$ cat src/rtl/ecc_arith_pkg.sv
// Shared constants and types for the ECC modular arithmetic datapath:
// the two moduli, word geometry and the operand loader state encoding.
package ecc_arith_pkg;

  localparam int WORD_W = 32;
  localparam int WORD_N = 8;
  localparam int CNT_W  = 3;
  localparam logic [CNT_W-1:0] LAST_IDX = CNT_W'(WORD_N - 1);

  localparam logic [255:0] MP0 =
    256'hFFFFFFFF00000001000000000000000000000000FFFFFFFFFFFFFFFFFFFFFFFF;
  localparam logic [255:0] MP1 =
    256'hFFFFFFFF00000000FFFFFFFFFFFFFFFFBCE6FAADA7179E84F3B9CAC2FC632551;

  typedef enum logic [2:0] {
    LD_LOAD = 3'b001,
    LD_CMP  = 3'b010,
    LD_DONE = 3'b100
  } ld_state_e;

  // Selects one 32-bit chunk of the chosen modulus, least-significant chunk at idx 0.
  function automatic logic [WORD_W-1:0] mod_chunk(input logic sel,
                                                  input logic [CNT_W-1:0] idx);
    logic [255:0] m;
    m = sel ? MP1 : MP0;
    return m[WORD_W*idx +: WORD_W];
  endfunction

endpackage

$ cat src/rtl/mod_arith_ld_cu.sv
// Control unit of the operand loader: LOAD/CMP/DONE sequencing, the shared
// word/chunk counter and the borrow register of the serial range check.
module mod_arith_ld_cu
  import ecc_arith_pkg::*;
(
  input  logic             clk_i,
  input  logic             rst_i,
  input  logic             clr_i,
  input  logic             valid_i,
  input  logic             b_i,
  output logic             ready_o,
  output logic             busy_o,
  output logic             done_o,
  output logic [CNT_W-1:0] cnt_o,
  output logic             last_o,
  output logic             borrow_o
);

  ld_state_e        state_q, state_d;
  logic [CNT_W-1:0] cnt_q;
  logic             borrow_q;
  logic             clear;
  logic             accept;

  assign clear  = rst_i | clr_i;
  assign accept = valid_i & ready_o;

  always_ff @(posedge clk_i) begin
    if (clear) state_q <= LD_LOAD;
    else       state_q <= state_d;
  end

  always_comb begin
    state_d = state_q;
    case (state_q)
      LD_LOAD: if (valid_i && cnt_q == LAST_IDX) state_d = LD_CMP;
      LD_CMP:  if (cnt_q == LAST_IDX)            state_d = LD_DONE;
      LD_DONE:                                   state_d = LD_LOAD;
      default:                                   state_d = LD_LOAD;
    endcase
  end

  always_comb begin
    ready_o = 1'b0;
    busy_o  = 1'b0;
    done_o  = 1'b0;
    case (state_q)
      LD_LOAD: ready_o = 1'b1;
      LD_CMP:  busy_o  = 1'b1;
      LD_DONE: done_o  = 1'b1;
      default: ready_o = 1'b0;
    endcase
  end

  // The 3-bit counter wraps 7 -> 0 on its own, which is exactly the
  // hand-over between the load phase and the compare phase.
  always_ff @(posedge clk_i) begin
    if (clear) begin
      cnt_q    <= '0;
      borrow_q <= 1'b0;
    end else begin
      if (accept || busy_o) cnt_q <= cnt_q + 1'b1;
      if (busy_o)           borrow_q <= last_o ? 1'b0 : b_i;
    end
  end

  assign cnt_o    = cnt_q;
  assign last_o   = busy_o && (cnt_q == LAST_IDX);
  assign borrow_o = borrow_q;

endmodule

$ cat src/rtl/mod_arith_ld.sv
// Operand loader: collects a 256-bit operand word by word, range-checks it
// against the selected modulus and presents it as (xp, xn) with xp - xn in [0, M).
module mod_arith_ld
  import ecc_arith_pkg::*;
(
  input  logic                clk,
  input  logic                rst,
  input  logic                ld_clr,
  input  logic                flg_mod,
  input  logic                wr_valid,
  input  logic [WORD_W-1:0]   wr_data,
  output logic                wr_ready,
  output logic                ld_busy,
  output logic                ld_done,
  output logic                ld_ovf,
  output logic [255:0]        xp,
  output logic [255:0]        xn
);

  logic [255:0]      xp_q, xn_q;
  logic              ovf_q;
  logic              mod_sel_q;
  logic [CNT_W-1:0]  cnt;
  logic              last;
  logic              borrow;
  logic              b;
  logic              accept;
  logic              clear;
  logic [WORD_W-1:0] chunk;

  mod_arith_ld_cu u_cu (
    .clk_i    (clk),
    .rst_i    (rst),
    .clr_i    (ld_clr),
    .valid_i  (wr_valid),
    .b_i      (b),
    .ready_o  (wr_ready),
    .busy_o   (ld_busy),
    .done_o   (ld_done),
    .cnt_o    (cnt),
    .last_o   (last),
    .borrow_o (borrow)
  );

  assign clear  = rst | ld_clr;
  assign accept = wr_valid & wr_ready;
  assign chunk  = mod_chunk(mod_sel_q, cnt);

  // Borrow-out of xp_chunk - chunk - borrow; only the borrow is needed,
  // since the difference itself is never stored.
  assign b = (xp_q[WORD_W-1:0] < chunk) ||
             ((xp_q[WORD_W-1:0] == chunk) && borrow);

  always_ff @(posedge clk) begin
    if (clear) begin
      xp_q      <= '0;
      xn_q      <= '0;
      ovf_q     <= 1'b0;
      mod_sel_q <= 1'b0;
    end else if (accept) begin
      xp_q <= {wr_data, xp_q[255:WORD_W]};
      if (cnt == '0) begin
        xn_q  <= '0;
        ovf_q <= 1'b0;
      end
      if (cnt == LAST_IDX) mod_sel_q <= flg_mod;
    end else if (ld_busy) begin
      xp_q <= {xp_q[WORD_W-1:0], xp_q[255:WORD_W]};
      if (last && !b) begin
        xn_q  <= mod_sel_q ? MP1 : MP0;
        ovf_q <= 1'b1;
      end
    end
  end

  assign xp     = xp_q;
  assign xn     = xn_q;
  assign ld_ovf = ovf_q;

endmodule

$ cat config.mk
export PLATFORM = sky130hd
export DESIGN_NAME = mod_arith_ld
export DESIGN_NICKNAME = d
export VERILOG_FILES = /design/src/rtl/ecc_arith_pkg.sv /design/src/rtl/mod_arith_ld_cu.sv /design/src/rtl/mod_arith_ld.sv
export SDC_FILE = /design/constraint.sdc
export NUM_CORES = 1
export LEC_CHECK = 0
export BUFFER_PORTS_ARGS = -buffer_cell sky130_fd_sc_hd__buf_4
export CELL_PAD_IN_SITES_DETAIL_PLACEMENT = 0
export CELL_PAD_IN_SITES_GLOBAL_PLACEMENT = 2
export CORE_MARGIN = 5
export CORE_UTILIZATION = 25
export CTS_CLUSTER_SIZE = 28
export DETAILED_ROUTE_END_ITERATION = 8
export GPL_ROUTABILITY_DRIVEN = 0
export MAX_ROUTING_LAYER = met4
export PLACE_DENSITY = 0.81
export SYNTH_ARGS = -nofsm -noshare
export SYNTH_HDL_FRONTEND = slang
export SYNTH_SLANG_ARGS = --single-unit
$ cat constraint.sdc
create_clock -name clk -period 3.4 [get_ports clk]
set_input_delay 0.68 -clock clk [delete_from_list [all_inputs] [get_ports clk]]
set_output_delay 0.68 -clock clk [all_outputs]
set_load 0.03 [all_outputs]
Word-level counts from Yosys, hierarchy flattened

Cells that the tools add are included.

Add/subtract/negate cells: 1
Magnitude comparators: 1
Equal/unequal tests: 8
Shifts and indexed selects: 1
Multiplexer cells: 18
Bitwise gates (word level): 2
Reductions and logical operators: 13

Operators with widths:

| operator              | number |
|---|---|
| $mux W256             | 6 |
| $shiftx A256 B9 Y32   | 1 |
| $mux W193             | 1 |
| $eq A32 B32 Y1        | 1 |
| $lt A32 B32 Y1        | 1 |
| $mux W1               | 8 |
| $eq A3 B3 Y1 const B  | 2 |
| $mux W3               | 2 |
| $pmux W3 S2           | 1 |
| $logic_and A1 B1 Y1   | 4 |
| $ne A2 B2 Y1 const B  | 2 |
| $reduce_and A2 Y1     | 2 |
| $reduce_bool A2 Y1    | 2 |
| $add A3 B1 Y3 const B | 1 |
| $eq A3 B1 Y1 const B  | 1 |
| $eq A3 B2 Y1 const B  | 1 |
| $logic_not A3 Y1      | 1 |
| $reduce_and A3 Y1     | 1 |
| $logic_or A1 B1 Y1    | 2 |
| $ne A2 B1 Y1 const B  | 1 |
| $and A1 B1 Y1         | 1 |
| $logic_not A1 Y1      | 1 |
| $or A1 B1 Y1          | 1 |

Register bits after elaboration: 521

Logic depth before layout (Yosys ltp)

Gate-level depths: netlist of the first run.

Depth after elaboration: 10
Depth in mapped cells: 13
Gate-level depth less buffers: 13

Hierarchy

Synthesis of the first run repeated with hierarchy kept, for this count alone.

Cell total of the unflattened synthesis: 1566
Area total of the unflattened synthesis: 12488.2 µm²

Modules (own cells, without submodules):

| module          | instances | cells an instance | area each (µm²) | seq. area each (µm²) |
|---|---|---|---|---|
| mod_arith_ld    | 1         | 1530              | 12122.9         | 5205.0 |
| mod_arith_ld_cu | 1         | 36                | 365.4           | 140.1 |

Worst setup path after synthesis of the first run

No wires, ideal clock.

Kind: reg-to-output
Start point: register xn[191] (netlist name)
End point: output port xn[101]
Data arrival time: 2.228 ns
Required time: 2.720 ns
Setup slack: 0.492 ns
Cell stages (with the launch flop): 2
Cells stage by stage: dfxtp_1 -> buf_4

RTL lines:

| item          | RTL line           | RTL |
|---|---|---|
| end, declared | mod_arith_ld.sv:17 | `output logic [255:0] xn` |

Worst setup path after layout of the first run

Start point: register mod_sel_q
End point: register xn_q[191] (netlist: xn[191])

Longest elaborated chain between the ends: 9

RTL lines:

| item                                                   | RTL line                                | RTL |
|---|---|---|
| start, declared                                        | mod_arith_ld.sv:22                      | `logic mod_sel_q;` |
| start signal, assigned                                 | mod_arith_ld.sv:66                      | `if (cnt == LAST_IDX) mod_sel_q <= flg_mod;` |
| $mux W193 (*)                                          | ecc_arith_pkg.sv:25, mod_arith_ld.sv:70 |  |
| branches (longest 8 deep; another with $lt A32 B32 Y1) | n/a                                     |  |
| end signal, assigned                                   | mod_arith_ld.sv:70                      | `xn_q <= mod_sel_q ? MP1 : MP0;` |
| end, declared                                          | mod_arith_ld.sv:20                      | `logic [255:0] xp_q, xn_q;` |

Every way passes the cells marked *. The select of a mux whose other input is x is not followed.
A chain may end at the register's enable or synchronous reset.

==> metrics.txt, run 1 <==
# TYPE chip_impl_metric gauge
chip_impl_info{name="run_status",value="complete, no violations"} 1
chip_impl_metric{name="placement_rows",unit=""} 81
chip_impl_metric{name="yosysUniqueCellTypes",unit=""} 45
chip_impl_metric{name="port-buffer-count",unit=""} 510
chip_impl_metric{name="power.density_cell_area",unit="nW/um^2"} 421
chip_impl_metric{name="n_fill_cell",unit=""} 5285
chip_impl_metric{name="cell_area_after_technology_mapping",unit="um^2"} 12300
chip_impl_metric{name="vdd.ir_drop.worst",unit="mV"} 0.270
chip_impl_metric{name="die_area",unit="um^2"} 53900
chip_impl_info{name="highest_count_cells_in_the_layout_ignoring_fill_and_taps",value="buf_4, nand2_1, dfxtp_1"} 1
chip_impl_metric{name="timing_max_transition_violations_final",unit=""} 0
chip_impl_metric{name="floorplan.die.height",unit="um"} 232
chip_impl_metric{name="synthXorXnorAreaFrac",unit=""} 0.000709
chip_impl_metric{name="drt-vias-per-instance",unit=""} 4.39
chip_impl_metric{name="min_period",unit="ns"} 3.06
chip_impl_metric{name="antenna_violations_before_repair",unit=""} 3
chip_impl_metric{name="cts-htree-levels",unit=""} 1
chip_impl_metric{name="report.final.setup_viol",unit=""} 0
chip_impl_metric{name="floorplan.initialDensity",unit=""} 0.253
chip_impl_info{name="worst_setup_path_end_kind",value="flop"} 1
chip_impl_metric{name="cp_max_fanout",unit=""} 8
chip_impl_metric{name="post-synth-top-area-fraction",unit=""} 0.433
chip_impl_metric{name="hold_buffers",unit=""} 0
chip_impl_metric{name="core-area",unit="um^2"} 48800
chip_impl_info{name="timing.rr.start",value="mod_sel_q"} 1
chip_impl_metric{name="die_width",unit="um"} 232
chip_impl_info{name="cpMaxStageDelayCell",value="dfxtp_1"} 1
chip_impl_info{name="synth.top_cells.by_area",value="dfxtp_1, buf_4, nand2_1"} 1
chip_impl_metric{name="post-route-util",unit=""} 0.329
chip_impl_metric{name="critical_path.n_buffers_inverters",unit=""} 1
chip_impl_metric{name="worst_pin_slew",unit="ns"} 0.877
chip_impl_info{name="cts_root_buf",value="clkbuf_16"} 1
chip_impl_metric{name="cells_after_synthesis",unit=""} 1540
chip_impl_metric{name="drt-wirelength-per-cell",unit="um"} 18.2
chip_impl_metric{name="global_route_wire_length_before_repair",unit="mm"} 64.3
chip_impl_info{name="yosys.area.top_type",value="dfxtp_1"} 1
chip_impl_metric{name="yosys_warnings",unit=""} 0
chip_impl_metric{name="cts.sink_count",unit=""} 267
chip_impl_metric{name="regArea",unit="um^2"} 5350
chip_impl_info{name="critPathLaunch",value="mod_sel_q"} 1
chip_impl_metric{name="timing.setup.tns",unit="ns"} 0
chip_impl_metric{name="synth_adder_area_share",unit=""} 0.0426
chip_impl_info{name="hp-start",value="wr_data[3]"} 1
chip_impl_metric{name="fin_area",unit="um^2"} 16000
chip_impl_metric{name="synth.mux.area_fraction",unit=""} 0.00253
chip_impl_metric{name="worst_ep_required",unit="ns"} 3.87
chip_impl_metric{name="timing.slew.headroom",unit=""} 0.416
chip_impl_metric{name="max_incr_delay_on_cp",unit="ns"} 0.46
chip_impl_metric{name="layout.nets",unit=""} 1874
chip_impl_info{name="cts_tree",value="yes"} 1
chip_impl_metric{name="arrival",unit="ns"} 3.53
chip_impl_metric{name="cts_made_buffers",unit=""} 29
chip_impl_info{name="rsz0062_at_grt",value="no"} 1
chip_impl_info{name="cp-start-kind",value="flop"} 1
chip_impl_metric{name="proportion_of_synthesized_chip_area_in_sequential_cells",unit=""} 0.433
chip_impl_metric{name="number_of_global_route_vias_before_repair",unit=""} 9921
chip_impl_metric{name="route.detailed.drc",unit=""} 0
chip_impl_info{name="critical_path.cell_chain",value="inv_1, ha_1, nand2_1, nand2_1, a21o_1, ha_1, nand4_2, nor4_4, and3_1, a311oi_2, a21oi_2, mux2i_1"} 1
chip_impl_metric{name="postSynthRegisterBits",unit=""} 267
chip_impl_metric{name="route.antenna.remaining_nets",unit=""} 0
chip_impl_metric{name="grt_max_degree",unit=""} 91
chip_impl_metric{name="placement.cell_area",unit="um^2"} 15100
chip_impl_metric{name="globalRoute.totalOverflow",unit=""} 0
chip_impl_metric{name="total_leakage_power",unit="nW"} 6.84
chip_impl_info{name="hold_path.class",value="primary input to flop"} 1
chip_impl_metric{name="clk_path_buf_depth",unit=""} 3
chip_impl_metric{name="detailed_routing_iteration_count_for_the_pre_antenna_repair_pass",unit=""} 6
chip_impl_metric{name="clock.fmax",unit="MHz"} 327
chip_impl_metric{name="multi_input_gate_area",unit="um^2"} 4780
chip_impl_metric{name="postRouteWirelength",unit="mm"} 45.3
chip_impl_metric{name="detailed_placement_hpwl",unit="mm"} 33.5
chip_impl_metric{name="clock_pin_slew_on_the_worst_setup_and_hold_paths",unit="ns"} 0.06
chip_impl_metric{name="timing.final.hold_violations",unit=""} 0
chip_impl_info{name="cpLargestDelayFamily",value="simple AND/OR/NAND/NOR gates"} 1
chip_impl_metric{name="synthToLayoutAreaGrowth",unit="%"} 30.0
chip_impl_metric{name="via_count",unit=""} 10900
chip_impl_info{name="timing.setup.critical_path_class",value="flop to flop"} 1
chip_impl_metric{name="post_route_cells_drive_above_1_share",unit=""} 0.330
chip_impl_metric{name="io_pins",unit=""} 553
chip_impl_info{name="most_common_library_cell_in_the_layout_ignoring_fill_and_taps",value="buf_4"} 1
chip_impl_metric{name="gr-usage-all-layers",unit=""} 0.157
chip_impl_metric{name="post_route_clock_skew",unit="ns"} 0.00760
chip_impl_metric{name="cap_violations",unit=""} 0
chip_impl_metric{name="synth_simple_gate_area_share",unit=""} 0.181
chip_impl_metric{name="synth_compound_area_frac",unit=""} 0.146
chip_impl_metric{name="clock_insertion_delay_worst_skew",unit="ns"} 0.54
chip_impl_metric{name="drt_iter0_markers",unit=""} 734
chip_impl_info{name="synth_top_family_by_area",value="buffers and inverters"} 1
chip_impl_metric{name="post-route-period-util",unit=""} 0.899
chip_impl_metric{name="avgSynthCellArea",unit="um^2"} 8.02
[logic make-up after synthesis]
group                    after synthesis
buffers and inverters                358
adder cells (fa/ha/maj)               42
other                                  1
XOR/XNOR                               1
multiplexers                           3
AND/OR/NAND/NOR                      551
AO/OA/AOI/OAI                        317
flip-flops                           267
[Yosys cell counts, drive strengths merged]
cell type and instances:
mux2i 2, nand4 7, a311oi 1, o211ai 2, a211oi 1, buf 300, inv 8, or2 2
o31ai 1, nor2 47, a21boi 1, clkbuf 49, nand2 473, nor3b 2, nor2b 1, nor3 1
nand2b 3, a21oi 258, conb 1, a31oi 1, a21o 3, a222oi 32, nor4 2, a22oi 2
nand3 10, dfxtp 267, nand3b 1, xnor2 1, clkinv 1, or3 1, ha 42, mux2 1
and3 1, a211o 1, o21ai 14
[flip-flops by register name, indices dropped and copies added, names as in the netlist]
signal	cells
xp	256
u_cu.borrow_o	1
u_cu.state_q	3
u_cu.cnt_o	3
xn	3
mod_sel_q	1
[routing by layer]
metal	vias to the layer above	routed length, um	track usage
met1	5128	19600	0.202
met2	401	21300	0.251
met4	0	922	0.0399
met5	-	0	-
li1	5303	-	-
met3	56	3410	0.0351
[power breakdown]
group | leakage (nW) | switching, mW | internal [mW]
registers | 2.15 | 0.0238 | 3.14
logic | 4.23 | 0.288 | 0.0969
clock network | 0.460 | 1.31 | 1.89
total | 6.84 | 1.63 | 5.13
[timing repair]
action,4_1_cts,5_1_grt
endpoints found under the setup margin,3,2
pin swaps,1,0
buffers inserted,3,0
resized for setup,0,1
[final cells by class]
type                            count  area share
Tap cell                          664      0.0518
Multi-Input combinational cell    956       0.298
Clock buffer                       42      0.0508
Clock inverter                     10     0.00834
Inverter                            9     0.00288
Antenna cell                        3    0.000468
Timing Repair Buffer              532       0.254
Sequential cell                   267       0.333
[worst reg2reg max path: cells and delay by family (launching register included)]
kind / cells / cell delay (ns)
DFF: 1 / 0.46
buffers and inverters: 1 / 0.20
AOI/OAI and AO/OA: 3 / 0.49
adders and majority gates: 2 / 0.71
and+or+nand+nor: 5 / 0.92
muxes: 1 / 0.20
[through the flow]
stage	hold slack, ns	total power, mW	worst slack (ns)	instances
floorplan	0.497	3.53	0.492	1581
global placement	0.453	3.62	0.0571	2425
detailed placement	0.463	3.62	-0.0625	2425
CTS	0.361	6.85	0.243	2480
global route	0.384	6.99	0.170	2483
finish	0.394	6.75	0.345	2483
[path summary, 6_finish.rpt]
kind | cells past startpoint | to | slack [ns]
worst max-delay path | 12 | xn[191] | 0.34
worst min-delay path | 3 | xp[227] | 0.39
worst min register to register | 2 | xp[102] | 0.47
worst max register to register | 12 | xn[191] | 0.34
Note: power is estimated with default switching activity, not from simulation.
==> run 2, diff against run 1 <==
--- a/config.mk
+++ b/config.mk
@@ -14,7 +14,8 @@
 export DETAILED_ROUTE_END_ITERATION = 8
 export GPL_ROUTABILITY_DRIVEN = 0
 export MAX_ROUTING_LAYER = met4
-export PLACE_DENSITY = 0.81
+export PLACE_DENSITY = 0.8
 export SYNTH_ARGS = -nofsm -noshare
 export SYNTH_HDL_FRONTEND = slang
+export SYNTH_HIERARCHICAL = 1
 export SYNTH_SLANG_ARGS = --single-unit
==> run 2 against run 1 <==
Against the previous run:
- fmax is 3.7% lower
- first-iteration DRC count is 16% lower
- sequential share of layout area is 0.48 points lower
- flip-flop and latch count stayed put
- final area is 1.5% higher
- register-to-register slack worse by 0.12 ns
- clock skew is 0.016 ns higher
- critical path type unchanged
- sequential power hardly changed
- utilization is 0.13 points lower
- highest routed layer unchanged
- synthesized cell count is 1.7% higher
- critical path depth stayed put
- hold slack worse by 0.035 ns
==> metrics.txt, run 2 <==
# TYPE chip_impl_metric gauge
chip_impl_metric{name="finalPower",unit="mW"} 6.78
chip_impl_metric{name="gr-usage-all-layers",unit=""} 0.159
chip_impl_info{name="synth.top_cells.by_area",value="dfxtp_1, buf_4, nand2_1"} 1
chip_impl_metric{name="clk_path_buf_depth",unit=""} 3
chip_impl_metric{name="cts.sink_count",unit=""} 267
chip_impl_metric{name="antenna_violations_before_repair",unit=""} 4
chip_impl_metric{name="detailed_routing_iteration_count_for_the_pre_antenna_repair_pass",unit=""} 4
chip_impl_info{name="yosys.area.top_type",value="dfxtp_1"} 1
chip_impl_metric{name="asyncSetResetFlopFracSynth",unit=""} 0
chip_impl_metric{name="cp_max_fanout",unit=""} 5
chip_impl_metric{name="timing_max_transition_violations_final",unit=""} 0
chip_impl_info{name="hold_path.class",value="primary input to flop"} 1
chip_impl_metric{name="yosys_warnings",unit=""} 6
chip_impl_info{name="hp-start",value="rst"} 1
chip_impl_metric{name="io_pins",unit=""} 553
chip_impl_metric{name="proportion_of_synthesized_chip_area_in_sequential_cells",unit=""} 0.428
chip_impl_metric{name="power.density_cell_area",unit="nW/um^2"} 416
chip_impl_metric{name="postCtsSetupBuffers",unit=""} 0
chip_impl_metric{name="number_of_global_route_vias_before_repair",unit=""} 9950
chip_impl_metric{name="total_leakage_power",unit="nW"} 6.86
chip_impl_metric{name="placement_rows",unit=""} 82
chip_impl_metric{name="globalRoute.totalOverflow",unit=""} 0
chip_impl_metric{name="hold_slack",unit="ns"} 0.360
chip_impl_metric{name="post_route_clock_skew",unit="ns"} 0.0239
chip_impl_metric{name="global_route.usage.met1",unit=""} 0.205
chip_impl_metric{name="min_period",unit="ns"} 3.17
chip_impl_metric{name="clock_insertion_delay_worst_skew",unit="ns"} 0.58
chip_impl_metric{name="avgSynthCellArea",unit="um^2"} 7.97
chip_impl_info{name="synth_top_flop_cell",value="dfxtp_1"} 1
chip_impl_metric{name="clock_pin_slew_on_the_worst_setup_and_hold_paths",unit="ns"} 0.07
chip_impl_metric{name="cell_area_after_technology_mapping",unit="um^2"} 12500
chip_impl_info{name="global_route.peak_usage_layer",value="met2"} 1
chip_impl_info{name="list_of_most_frequent_post_synthesis_cells",value="nand2_1, dfxtp_1, buf_4"} 1
chip_impl_metric{name="vdd.ir_drop.worst",unit="mV"} 0.322
chip_impl_metric{name="drt_iter0_markers",unit=""} 615
chip_impl_info{name="cts_tree",value="yes"} 1
chip_impl_info{name="cpMaxStageDelayCell",value="a2111oi_2"} 1
chip_impl_metric{name="worst_ep_required",unit="ns"} 3.89
chip_impl_metric{name="route.antenna.remaining_nets",unit=""} 0
chip_impl_info{name="highest_count_cells_in_the_layout_ignoring_fill_and_taps",value="buf_4, nand2_1, dfxtp_1"} 1
chip_impl_info{name="yosys.cell_count.top_type",value="nand2_1"} 1
chip_impl_metric{name="report.final.setup_viol",unit=""} 0
chip_impl_metric{name="post_route_cells_drive_above_1_share",unit=""} 0.325
chip_impl_metric{name="post-route-period-util",unit=""} 0.933
chip_impl_metric{name="drt-wirelength-per-cell",unit="um"} 18.5
chip_impl_metric{name="timing.slew.headroom",unit=""} 0.181
chip_impl_info{name="timing.setup.critical_path_class",value="flop to flop"} 1
chip_impl_metric{name="floorplan.initialDensity",unit=""} 0.251
chip_impl_info{name="worst_setup_path_end_kind",value="flop"} 1
chip_impl_metric{name="drt-vias-per-instance",unit=""} 4.29
chip_impl_metric{name="die_area",unit="um^2"} 54500
chip_impl_info{name="rsz0062_at_grt",value="no"} 1
chip_impl_metric{name="timing.final.hold_violations",unit=""} 0
chip_impl_metric{name="via_count",unit=""} 10800
chip_impl_info{name="timing.rr.start",value="mod_sel_q"} 1
chip_impl_metric{name="cap_violations",unit=""} 0
chip_impl_metric{name="route.detailed.drc",unit=""} 0
chip_impl_metric{name="cts-htree-levels",unit=""} 1
chip_impl_metric{name="arrival",unit="ns"} 3.66
chip_impl_metric{name="postRouteWirelength",unit="mm"} 46.6
chip_impl_metric{name="postSynthRegisterBits",unit=""} 267
chip_impl_metric{name="detailed_placement_hpwl",unit="mm"} 33.8
chip_impl_metric{name="post-route-util",unit=""} 0.327
chip_impl_metric{name="global_route.usage.met2",unit=""} 0.250
chip_impl_info{name="most_common_library_cell_in_the_layout_ignoring_fill_and_taps",value="buf_4"} 1
chip_impl_info{name="cpLargestDelayFamily",value="compound AO/OA/AOI/OAI gates"} 1
chip_impl_metric{name="core-area",unit="um^2"} 49800
chip_impl_metric{name="number_of_enable_type_register_cells_in_the_synthesized_netlist",unit=""} 0
chip_impl_info{name="dominant_cell_type_by_count_on_the_critical_path",value="a21o_1"} 1
chip_impl_metric{name="timing.setup.tns",unit="ns"} 0
chip_impl_info{name="cts_root_buf",value="clkbuf_16"} 1
chip_impl_metric{name="worst_pin_slew",unit="ns"} 1.23
chip_impl_metric{name="clock.fmax",unit="MHz"} 315
chip_impl_info{name="cp-start-kind",value="flop"} 1
chip_impl_metric{name="grt_util_met3",unit=""} 0.0419
chip_impl_metric{name="die_width",unit="um"} 234
chip_impl_metric{name="post-synth-top-area-fraction",unit=""} 0.428
chip_impl_info{name="critPathLaunch",value="mod_sel_q"} 1
chip_impl_metric{name="cells_after_synthesis",unit=""} 1566
chip_impl_metric{name="floorplan.die.height",unit="um"} 234
chip_impl_metric{name="yosysUniqueCellTypes",unit=""} 46
chip_impl_metric{name="critical_path.n_buffers_inverters",unit=""} 1
chip_impl_metric{name="synthToLayoutAreaGrowth",unit="%"} 30.4
chip_impl_metric{name="global_route_wire_length_before_repair",unit="mm"} 65.5
chip_impl_metric{name="largest_reg_flops",unit=""} 256
chip_impl_info{name="run_status",value="complete, no violations"} 1
chip_impl_metric{name="max_incr_delay_on_cp",unit="ns"} 0.39
chip_impl_metric{name="layout.nets",unit=""} 1902
chip_impl_metric{name="cts_made_buffers",unit=""} 29
chip_impl_info{name="critical_path.cell_chain",value="inv_1, nor2_1, a21oi_1, a22oi_1, o21ai_1, ha_1, a21o_1, a21o_1, a2111oi_2, a31oi_1, a31oi_2, mux2i_1"} 1
chip_impl_metric{name="grt_max_degree",unit=""} 225
chip_impl_metric{name="port-buffer-count",unit=""} 510
[run 2: cell count changes after synthesis, sizes merged, moves of 5 or more]
cell / previous run / this run
clkbuf: 49 / 70
mux2i: 2 / 40
a21o: 3 / 8
a222oi: 32 / 0
a21oi: 258 / 245
nor2: 47 / 40
a211oi: 1 / 32
buf: 300 / 277
[run 2: cells by family (layout without fill, tap and decap cells)]
group	count (synthesis)	in the layout	share of synthesized area
multiplexers	40	40	0.0321
adder cells (fa/ha/maj)	40	40	0.0401
AND/OR/NAND/NOR	554	554	0.177
AO/OA/AOI/OAI	310	310	0.137
other	1	46	0.000300
buffers and inverters	354	594	0.185
flip-flops	267	267	0.428
[run 2: power breakdown]
| group | total [mW] | switching, mW | internal (mW) |
|---|---|---|---|
| Combinational | 0.422 | 0.321 | 0.101 |
| Clock | 3.18 | 1.38 | 1.80 |
| Sequential | 3.17 | 0.0221 | 3.15 |
[run 2: timing repair]
item / 4_1_cts / 5_1_grt
gates resized for setup: 0 / 4
hold buffers: 0 / 0
setup endpoints to repair: 0 / 4
[run 2: through the flow]
step / setup WS, ns / cells / cell area (um^2)
2_1_floorplan: 0.382 / 1607 / 12600
3_3_place_gp: 0.162 / 2466 / 15300
3_5_place_dp: 0.122 / 2466 / 15300
4_1_cts: 0.0754 / 2519 / 16300
5_1_grt: 0.00623 / 2523 / 16300
6_report: 0.227 / 2523 / 16300
[run 2: per-layer routing]
layer	up-vias	share of wire
met4	0	0.023
met2	430	0.46
met5	-	0
met1	4973	0.44
met3	57	0.086
li1	5371	-
[run 2: worst paths after layout]
| check | to | slack, ns | depth (start not counted) |
|---|---|---|---|
| max reg2reg | xn[192] | 0.23 | 12 |
| max | xn[192] | 0.23 | 12 |
| min reg2reg | xp[76] | 0.47 | 2 |
| min | u_cu/borrow_o | 0.36 | 2 |
[run 2: area by class of cell]
class | instances | area, um^2
diodes | 4 | 10.0
clock buffers | 42 | 845
clock inverters | 11 | 101
fillers | 5306 | 33500
inverters | 7 | 26.3
multi-input cells | 986 | 5010
flip-flops and latches | 267 | 5350
well taps | 672 | 841
repair buffers | 534 | 4100
